**src/rtl/fluid_sample_ring_writer.sv**
```systemverilog
// Purpose: writes 16-bit samples into a shared-memory ring and publishes the head index after each one.
// Latency: a sample accepted in cycle N is written to RAM in N+1 and its head word in N+2 (one more of each with timestamps).
// Backpressure: in_ready is high only while idle and enabled; a sample offered while the ring is full is dropped and counted.
// Optional feature: define FLUID_RING_TIMESTAMP_EN to store a 16-bit cycle stamp word ahead of each sample.
module fluid_sample_ring_writer #(
    parameter logic [13:0] BASE_ADDR  = 14'h2000,
    parameter int          RING_WORDS = 1024,
    parameter logic [13:0] HEAD_ADDR  = 14'h1FFF,
    localparam int         IW         = $clog2(RING_WORDS)
) (
    input  logic          clk,
    input  logic          reset,
    input  logic          enable,
    input  logic          in_valid,
    output logic          in_ready,
    input  logic [15:0]   in_data,
    input  logic [IW-1:0] tail_idx,
    output logic [13:0]   mem_address,
    output logic          mem_chipselect,
    output logic          mem_write,
    output logic          mem_clken,
    output logic [1:0]    mem_byteenable,
    output logic [15:0]   mem_writedata,
    output logic [IW-1:0] head_idx,
    output logic          full,
    output logic          empty,
    output logic [15:0]   drop_count
);

`ifdef FLUID_RING_TIMESTAMP_EN
    localparam int WPS = 2;
    typedef enum logic [1:0] {IDLE = 2'd0, WR_TS = 2'd1, WR_DATA = 2'd2, WR_HEAD = 2'd3} state_t;
    logic [15:0] ts_cnt;
    logic [15:0] ts_q;
`else
    localparam int WPS = 1;
    typedef enum logic [1:0] {IDLE = 2'd0, WR_DATA = 2'd2, WR_HEAD = 2'd3} state_t;
`endif

    state_t        state;
    state_t        state_nxt;
    logic [IW-1:0] tail_q;
    logic [IW-1:0] tail_eff;
    logic [IW-1:0] space;
    logic [15:0]   sample_q;
    logic          has_room;
    logic          xfer;

    // Tail is only trusted from the consumer while idle; during a sequence the copy taken at IDLE is used.
    assign tail_eff = (state == IDLE) ? tail_idx : tail_q;
    assign space    = tail_eff - head_idx - IW'(1);
    assign has_room = (space >= IW'(WPS));
    assign full     = !reset && !has_room;
    assign empty    = (head_idx == tail_eff);
    assign in_ready = (state == IDLE) && enable && !reset;
    assign xfer     = in_valid && in_ready;

    // State register.
    always_ff @(posedge clk or posedge reset) begin
        if (reset) state <= IDLE;
        else       state <= state_nxt;
    end

    // Next-state and memory-port decode; memory port is idle (all zero) outside write states.
    always_comb begin
        state_nxt      = state;
        mem_address    = 14'd0;
        mem_chipselect = 1'b0;
        mem_write      = 1'b0;
        mem_clken      = 1'b0;
        mem_byteenable = 2'b00;
        mem_writedata  = 16'd0;
        case (state)
            IDLE: begin
                if (xfer && has_room) begin
`ifdef FLUID_RING_TIMESTAMP_EN
                    state_nxt = WR_TS;
`else
                    state_nxt = WR_DATA;
`endif
                end
            end
`ifdef FLUID_RING_TIMESTAMP_EN
            WR_TS: begin
                mem_address    = BASE_ADDR + 14'(head_idx);
                mem_chipselect = 1'b1;
                mem_write      = 1'b1;
                mem_clken      = 1'b1;
                mem_byteenable = 2'b11;
                mem_writedata  = ts_q;
                state_nxt      = WR_DATA;
            end
`endif
            WR_DATA: begin
                mem_address    = BASE_ADDR + 14'(head_idx);
                mem_chipselect = 1'b1;
                mem_write      = 1'b1;
                mem_clken      = 1'b1;
                mem_byteenable = 2'b11;
                mem_writedata  = sample_q;
                state_nxt      = WR_HEAD;
            end
            WR_HEAD: begin
                mem_address    = HEAD_ADDR;
                mem_chipselect = 1'b1;
                mem_write      = 1'b1;
                mem_clken      = 1'b1;
                mem_byteenable = 2'b11;
                mem_writedata  = 16'(head_idx);
                state_nxt      = IDLE;
            end
            default: state_nxt = IDLE;
        endcase
    end

    // Head advance, sample latch, tail snapshot and saturating drop counter.
    always_ff @(posedge clk or posedge reset) begin
        if (reset) begin
            head_idx   <= '0;
            tail_q     <= '0;
            sample_q   <= 16'd0;
            drop_count <= 16'd0;
        end else begin
            if (state == IDLE) tail_q <= tail_idx;
            if (xfer) begin
                if (has_room)                    sample_q   <= in_data;
                else if (drop_count != 16'hFFFF) drop_count <= drop_count + 16'd1;
            end
`ifdef FLUID_RING_TIMESTAMP_EN
            if (state == WR_TS || state == WR_DATA) head_idx <= head_idx + IW'(1);
`else
            if (state == WR_DATA) head_idx <= head_idx + IW'(1);
`endif
        end
    end

`ifdef FLUID_RING_TIMESTAMP_EN
    // Free-running cycle stamp, captured at the moment a sample is accepted.
    always_ff @(posedge clk or posedge reset) begin
        if (reset) begin
            ts_cnt <= 16'd0;
            ts_q   <= 16'd0;
        end else begin
            ts_cnt <= ts_cnt + 16'd1;
            if (xfer && has_room) ts_q <= ts_cnt;
        end
    end
`endif

endmodule

```
**config.mk**
```make
export PLATFORM = sky130hd
export DESIGN_NAME = fluid_sample_ring_writer
export DESIGN_NICKNAME = d
export VERILOG_FILES = /design/src/rtl/fluid_sample_ring_writer.sv
export SDC_FILE = /design/constraint.sdc
export NUM_CORES = 1
export LEC_CHECK = 0
export CAP_MARGIN = 10
export CORE_UTILIZATION = 43
export DETAILED_ROUTE_END_ITERATION = 12
export PLACE_DENSITY = 0.77
export SLEW_MARGIN = 20
export SYNTH_ARGS = -nofsm -noshare
export SYNTH_HDL_FRONTEND = slang
export SYNTH_SLANG_ARGS = --single-unit
export TNS_END_PERCENT = 10
```
**constraint.sdc**
```tcl
create_clock -name clk -period 3.4 [get_ports clk]
set_input_delay 0.68 -clock clk [delete_from_list [all_inputs] [get_ports clk]]
set_output_delay 0.68 -clock clk [all_outputs]
set_load 0.01 [all_outputs]
```
==> out/qor.txt, run 1 <==
Hold Crit Start -> drop_count[7]
Final nets -> 443
Area contributors post-synth -> dfrtp_1 (42%), mux2_2 (6.0%), mux2_4 (4.7%)
Gate Count Post-Synth -> 293
Congestion Overflow GR -> 0
slowest CP cell -> dfrtp_1
Hold Vio Cnt, Final -> 0
fin util -> 0.642
Initial DRC Count -> 105
global routing's busiest layer -> met2
GR Layer Usage met3 -> 0.0349
PwrDens -> 837 nW/µm²
CP max FO -> 2
Clk Latency, worst-skew pair -> 310 ps
cell taking the most area after synthesis -> dfrtp_1
core area -> 7210 µm²
Netlist cell types -> 42
CTS Sinks -> 54
Clock Tree Buf Depth -> 2
CP Class -> flop to primary output
share of cells above drive strength 1 -> 0.219
Final Non-Filler Cells -> 501
area share of the largest cell type after synthesis -> 0.423
WL final -> 7280 µm
row cnt -> 31
Synth Register Bits -> 54
crit-path max cell delay -> 420 ps
Via density -> 5.06
maximum VDD drop -> 0.000476 V
fin. max-slew vios -> 0
fin crit share -> 1.06
Die W -> 88.2 µm
synthesis-to-finish area growth -> 44.9%
Worst Setup End Kind -> primary output
first-pass GRT wire length -> 11700 µm
crit path cell chain -> nor2_4 -> buf_6 -> mux2_4 -> ha_4 -> fa_2 -> buf_4 -> xor2_1 -> nor3_2 -> o2111a_1 -> nand3_2 -> nor3_4 -> buf_2
clock slew at reported path FFs -> 100 ps
Root Driver -> clkbuf_8
FF-to-FF Start -> state[1]
Post-DP Area -> 4370 µm²
Placer Congestion -> 0.804
FMAX -> 277 MHz
wire per inst -> 14.5 µm
CTS H-tree lvls -> 2
Pwr Total -> 3.87 mW
syn_nets -> 335
YS warnings -> 0
# setup viols final -> 16
maxcap violations -> 0
initial core utilization -> 0.443
Worst EP arrival -> 2930 ps
initial antenna violation count -> 0
Post-synth top flop -> dfrtp_1
die height -> 88.2 µm
Post-synth EDFFs -> 0
WP buf/inv -> 3
Ports -> 94
GRT met1 Usage -> 0.269
Placed Cells -> 487
DR vias -> 2533
Ant. Diodes -> 0
Num CTS Buffers -> 5
DIE AREA -> 7770 µm²
Slew Limit Headroom -> 0.392
Final Cell Area -> 4630 µm²
Seq/Total Area, Yosys -> 0.423
Tot GR Track Use -> 0.196
input/output buffers -> 93
Mapped Area -> 3190 µm²
vias in the first global route -> 2428
failing checks -> negative setup slack
Synth async-reset ratio -> 1.00
leakage -> 1.99 nW
run status -> finished, violations left
Tightest Pin Transition -> 905 ps
post-DP HPWL -> 5300 µm
CP Launch Point -> state[1]
antenna-violating nets left -> 0
CP required -> 2720 ps
delay-heaviest family, CP -> simple AND/OR/NAND/NOR gates
mean area per synthesized cell -> 10.9 µm²
fillers -> 585
RSZ-0062 raised after global routing -> true
hold_ws -> 490 ps
pre-CTS WS -> -749 ps
HP Class -> flop to flop
setup_tns -> -337 ps
final worst slack -> -206 ps
met2 Use GR -> 0.318
Residual DRC -> 0
largest net degree at the start of global routing -> 55
CTS tree -> built
Startpoint Class -> flop
DR pass1 iterations -> 4
final setup skew -> 8.71 ps
cts hold-fix bufs -> 0
min Tclk post-route -> 3610 ps
## metal layers
layer | wire length, µm | part of all wire
met4 | 144 | 0.020
met5 | 0 | 0
met1 | 3400 | 0.47
met2 | 3480 | 0.48
met3 | 254 | 0.035
## synthesized netlist by cell type, drive strengths merged, types with 2 or more instances
master,instances
ha,11
nor4,10
and4,3
mux2i,13
o21ai,5
buf,12
inv,12
mux2,27
xor2,18
nor2,4
dfrtp,54
nor2b,12
a21oi,8
o21a,12
clkbuf,12
nand4,11
nor3,6
xnor2,11
a21o,2
and2,11
nand3,11
nor4b,4
nand2,9
and3,5
## area by class of cell
class	count	area, µm²	area share
Clock inverter	3	43.8	0.00946
Timing Repair Buffer	125	1200	0.260
Multi-Input combinational cell	203	1790	0.387
Clock buffer	5	68.8	0.0149
Tap cell	99	124	0.0268
Sequential cell	54	1350	0.292
Inverter	12	45.0	0.00973
## repair_timing
| item | CTS | global route |
|---|---|---|
| setup endpoints to repair | 19 | 32 |
| pin swaps | 11 | 8 |
| buffers inserted | 3 | 3 |
| gates resized for setup | 14 | 11 |
## placed cells by master, fill, tap and decap left out, types with 2 or more instances in the layout
cell type,count
nand2_1,9
nor2b_1,12
and4_1,3
buf_8,2
xnor2_1,11
ha_4,5
dfrtp_1,54
and2_1,11
mux2_2,16
and3_1,5
nor3_1,3
ha_1,6
nor4_1,9
a21oi_2,2
o21ai_0,3
nor4b_1,3
clkdlybuf4s50_1,90
o21ai_1,2
nor2_1,3
xor2_1,17
buf_12,2
mux2i_1,13
a21oi_1,6
inv_1,11
a21o_1,2
o21a_1,12
nand4_1,11
nand3_1,10
clkbuf_8,5
nor3_4,2
buf_4,27
mux2_4,11
## power breakdown
group | leakage, nW | total [mW] | internal [mW] | switching (mW)
clock | 0.0585 | 0.437 | 0.221 | 0.216
sequential | 0.690 | 0.924 | 0.837 | 0.0869
combinational | 1.24 | 2.51 | 1.34 | 1.17
total | 1.99 | 3.87 | 2.40 | 1.47
## worst paths after layout
check,cells after the start,slack (ps),end
max in group asynchronous,3,1930,tail_q[8]
min,1,490,drop_count[7]
min reg2reg,1,490,drop_count[7]
max,12,-210,full
min in group asynchronous,3,1000,drop_count[13]
max reg2reg,15,-10,sample_q[1]
## state kept, by name, indices dropped and copies added (netlist names)
name,cells
state,2
drop_count,16
sample_q,16
tail_q,10
head_idx,10
## logic make-up after synthesis
family / synth area share
AOI/OAI and AO/OA: 0.0690
xor gates and xnor gates: 0.0854
adders and majority gates: 0.0494
buffers and inverters: 0.0580
DFF: 0.423
muxes: 0.148
and+or+nand+nor: 0.167
Note: power is estimated with default switching activity, not from simulation.
==> inputs of run 2 (changes only) <==
- PLACE_DENSITY: 0.77 -> 0.86
==> run 2 against run 1 <==
Compared with the run above:
- the flow still finishes with violations (negative setup slack)
- final area fell by 1.1%
- sequential cell count did not move
- wire length increased by 7.3%
- combinational power about the same
- via count rose by 3.2%
- setup slack got worse by 26 ps
- non-clock buffer count rose by 1
- clock skew up 5.2 ps
- utilization shrank 0.73 points
- critical endpoint unchanged
- largest power group unchanged
==> out/qor.txt, run 2 (same netlist as run 1, synthesis figures left out) <==
sw frac -> 0.391 (was 0.380)
slowest CP cell -> dfrtp_1 (unchanged)
RSZ-0062 raised after global routing -> true (unchanged)
Comb pwr share -> 0.659 (was 0.649)
Placer Congestion -> 0.819 (was 0.804)
post-DP HPWL -> 5610 µm (was 5300 µm)
global routing's busiest layer -> met2 (unchanged)
multi-input logic area -> 1780 µm² (was 1790 µm²)
wire per inst -> 15.6 µm (was 14.5 µm)
synthesis-to-finish area growth -> 43.3% (was 44.9%)
run status -> finished, violations left (unchanged)
Congestion Overflow GR -> 0 (unchanged)
final worst slack -> -232 ps (was -206 ps)
final setup skew -> 13.9 ps (was 8.71 ps)
HP Class -> flop to flop (unchanged)
initial antenna violation count -> 0 (unchanged)
Clock Tree Buf Depth -> 2 (unchanged)
CTS Sinks -> 54 (unchanged)
Ports -> 94 (unchanged)
antenna-violating nets left -> 0 (unchanged)
Startpoint Class -> flop (unchanged)
WL final -> 7810 µm (was 7280 µm)
Hold Vio Cnt, Final -> 0 (unchanged)
Final nets -> 444 (was 443)
Ant. Diodes -> 0 (unchanged)
fillers -> 598 (was 585)
share of cells above drive strength 1 -> 0.218 (was 0.219)
Root Driver -> clkbuf_8 (unchanged)
Worst EP arrival -> 2950 ps (was 2930 ps)
first-pass GRT wire length -> 12800 µm (was 11700 µm)
leakage -> 1.97 nW (was 1.99 nW)
core area -> 7210 µm² (unchanged)
GRT met1 Usage -> 0.275 (was 0.269)
fin. max-slew vios -> 0 (unchanged)
fin util -> 0.634 (was 0.642)
most frequent cells in the layout -> clkdlybuf4s50_1 (90), dfrtp_1 (54), buf_4 (31) (was clkdlybuf4s50_1 (90), dfrtp_1 (54), buf_4 (27))
CP most frequent cell -> buf_4
reg2reg path depth -> 14 (was 15)
Clk Latency, worst-skew pair -> 320 ps (was 310 ps)
min Tclk post-route -> 3630 ps (was 3610 ps)
Slew Limit Headroom -> 0.542 (was 0.392)
CP required -> 2720 ps (about the same)
DR pass1 iterations -> 4 (unchanged)
die height -> 88.2 µm (unchanged)
maxcap violations -> 0 (unchanged)
row cnt -> 31 (unchanged)
cts hold-fix bufs -> 0 (unchanged)
Hold Crit Depth -> 1 (unchanged)
register area -> 1350 µm² (unchanged)
crit-path max cell delay -> 420 ps (about the same)
PwrDens -> 836 nW/µm² (was 837 nW/µm²)
input/output buffers -> 93 (unchanged)
clock slew at reported path FFs -> 110 ps (was 100 ps)
Via density -> 5.21 (was 5.06)
Initial DRC Count -> 123 (was 105)
CP max FO -> 3 (was 2)
# setup viols final -> 1 (was 16)
Tightest Pin Transition -> 686 ps (was 905 ps)
switching pwr -> 1.50 mW (was 1.47 mW)
CP Class -> flop to primary output (unchanged)
Pwr Total -> 3.82 mW (was 3.87 mW)
failing checks -> negative setup slack (unchanged)
Num CTS Buffers -> 5 (unchanged)
top flop regs -> drop_count x16, sample_q x16 (unchanged)
CTS tree -> built (unchanged)
DR vias -> 2614 (was 2533)
P_int -> 2.33 mW (was 2.40 mW)
Tot GR Track Use -> 0.217 (was 0.196)
most common cell after layout, fill and taps aside -> clkdlybuf4s50_1 (unchanged)
setup_tns -> -232 ps (was -337 ps)
fin crit share -> 1.07 (was 1.06)
maximum VDD drop -> 0.000414 V (was 0.000476 V)
Residual DRC -> 0 (unchanged)
met2 Use GR -> 0.371 (was 0.318)
hold_ws -> 505 ps (was 490 ps)
Worst Setup End Kind -> primary output (unchanged)
DIE AREA -> 7770 µm² (unchanged)
GR Layer Usage met3 -> 0.0405 (was 0.0349)
CTS H-tree lvls -> 2 (unchanged)
Die W -> 88.2 µm (unchanged)
vias in the first global route -> 2594 (was 2428)
initial core utilization -> 0.443 (unchanged)
Clock power frac -> 0.097 (was 0.113)
FMAX -> 275 MHz (was 277 MHz)
largest net degree at the start of global routing -> 55 (unchanged)
crit path cell chain -> nor2_4 -> buf_4 -> buf_4 -> mux2_4 -> ha_1 -> a21o_1 -> a21oi_2 -> mux2i_1 -> o2111a_1 -> nand3_2 -> nor3_4 -> buf_2 (was nor2_4 -> buf_6 -> mux2_4 -> ha_4 -> fa_2 -> buf_4 -> xor2_1 -> nor3_2 -> o2111a_1 -> nand3_2 -> nor3_4 -> buf_2)
sequential share of power -> 0.244 (was 0.239)
[run 2: changes by cell type in the layout (fill, tap and decap cells not counted), moves of 2 or more]
cell    previous run  this run
ha_2               0         2
mux2_4            11        14
mux2_2            16        13
buf_8              2         0
buf_4             27        31
[run 2: worst paths after layout]
| kind | from | to | slack, ps |
|---|---|---|---|
| max | state[1] | full | -230 |
| min | drop_count[7] | drop_count[7] | 500 |
| max reg2reg | state[1] | sample_q[7] | 30 |
| min reg2reg | drop_count[7] | drop_count[7] | 500 |
| max in group asynchronous | reset | tail_q[6] | 1920 |
| min in group asynchronous | reset | drop_count[1] | 1010 |
[run 2: power groups by stage]
stage / Clock (mW) / Sequential [mW] / Combinational (mW)
3_3_place_gp: 0 / 0.929 / 2.18
5_1_grt: 0.405 / 0.955 / 2.72
4_1_cts: 0.385 / 0.933 / 2.45
6_report: 0.370 / 0.932 / 2.52
2_1_floorplan: 0 / 0.947 / 1.47
3_5_place_dp: 0 / 0.944 / 2.27
[run 2: layer usage]
metal	up-vias	routed length (µm)
li1	1242	-
met1	1284	3370
met2	78	3950
met3	10	345
met4	0	144
met5	-	0
[run 2: cell type report]
| type | count | share of cell area |
|---|---|---|
| timing repair buffer | 126 | 0.260 |
| tap | 99 | 0.0271 |
| clock buffer | 5 | 0.0150 |
| multi-input combinational | 203 | 0.389 |
| inverter | 12 | 0.00984 |
| sequential | 54 | 0.295 |
| clock inverter | 3 | 0.00410 |
[run 2: what timing repair did]
item                                    4_1_cts  5_1_grt
gates resized for setup                      16        6
pin swaps                                     6        3
endpoints found under the setup margin       18       22
buffers inserted                              6        1
endpoints found under the hold margin         0        0
[run 2: per-stage QoR]
stage          area, µm²  setup WS, ps  cells
2_1_floorplan       3250          13.8    293
3_3_place_gp        4360          -693    487
3_5_place_dp        4360          -745    487
4_1_cts             4550          -250    501
5_1_grt             4580          -388    502
6_report            4580          -232    502
[run 2: worst max-delay path, delay by kind of cell (launching register included)]
family	cells	cell delay, ps
AOI/OAI and AO/OA	3	590
muxes	2	520
DFF	1	420
and+or+nand+nor	3	400
buffers and inverters	3	400
adders and majority gates	1	300
==> inputs of run 3 (changes only) <==
- ABC_CLOCK_PERIOD_IN_PS: not set -> 3400
==> results of run 3 <==
Same layout as run 2: the final DEF is identical, and so are final timing and power.
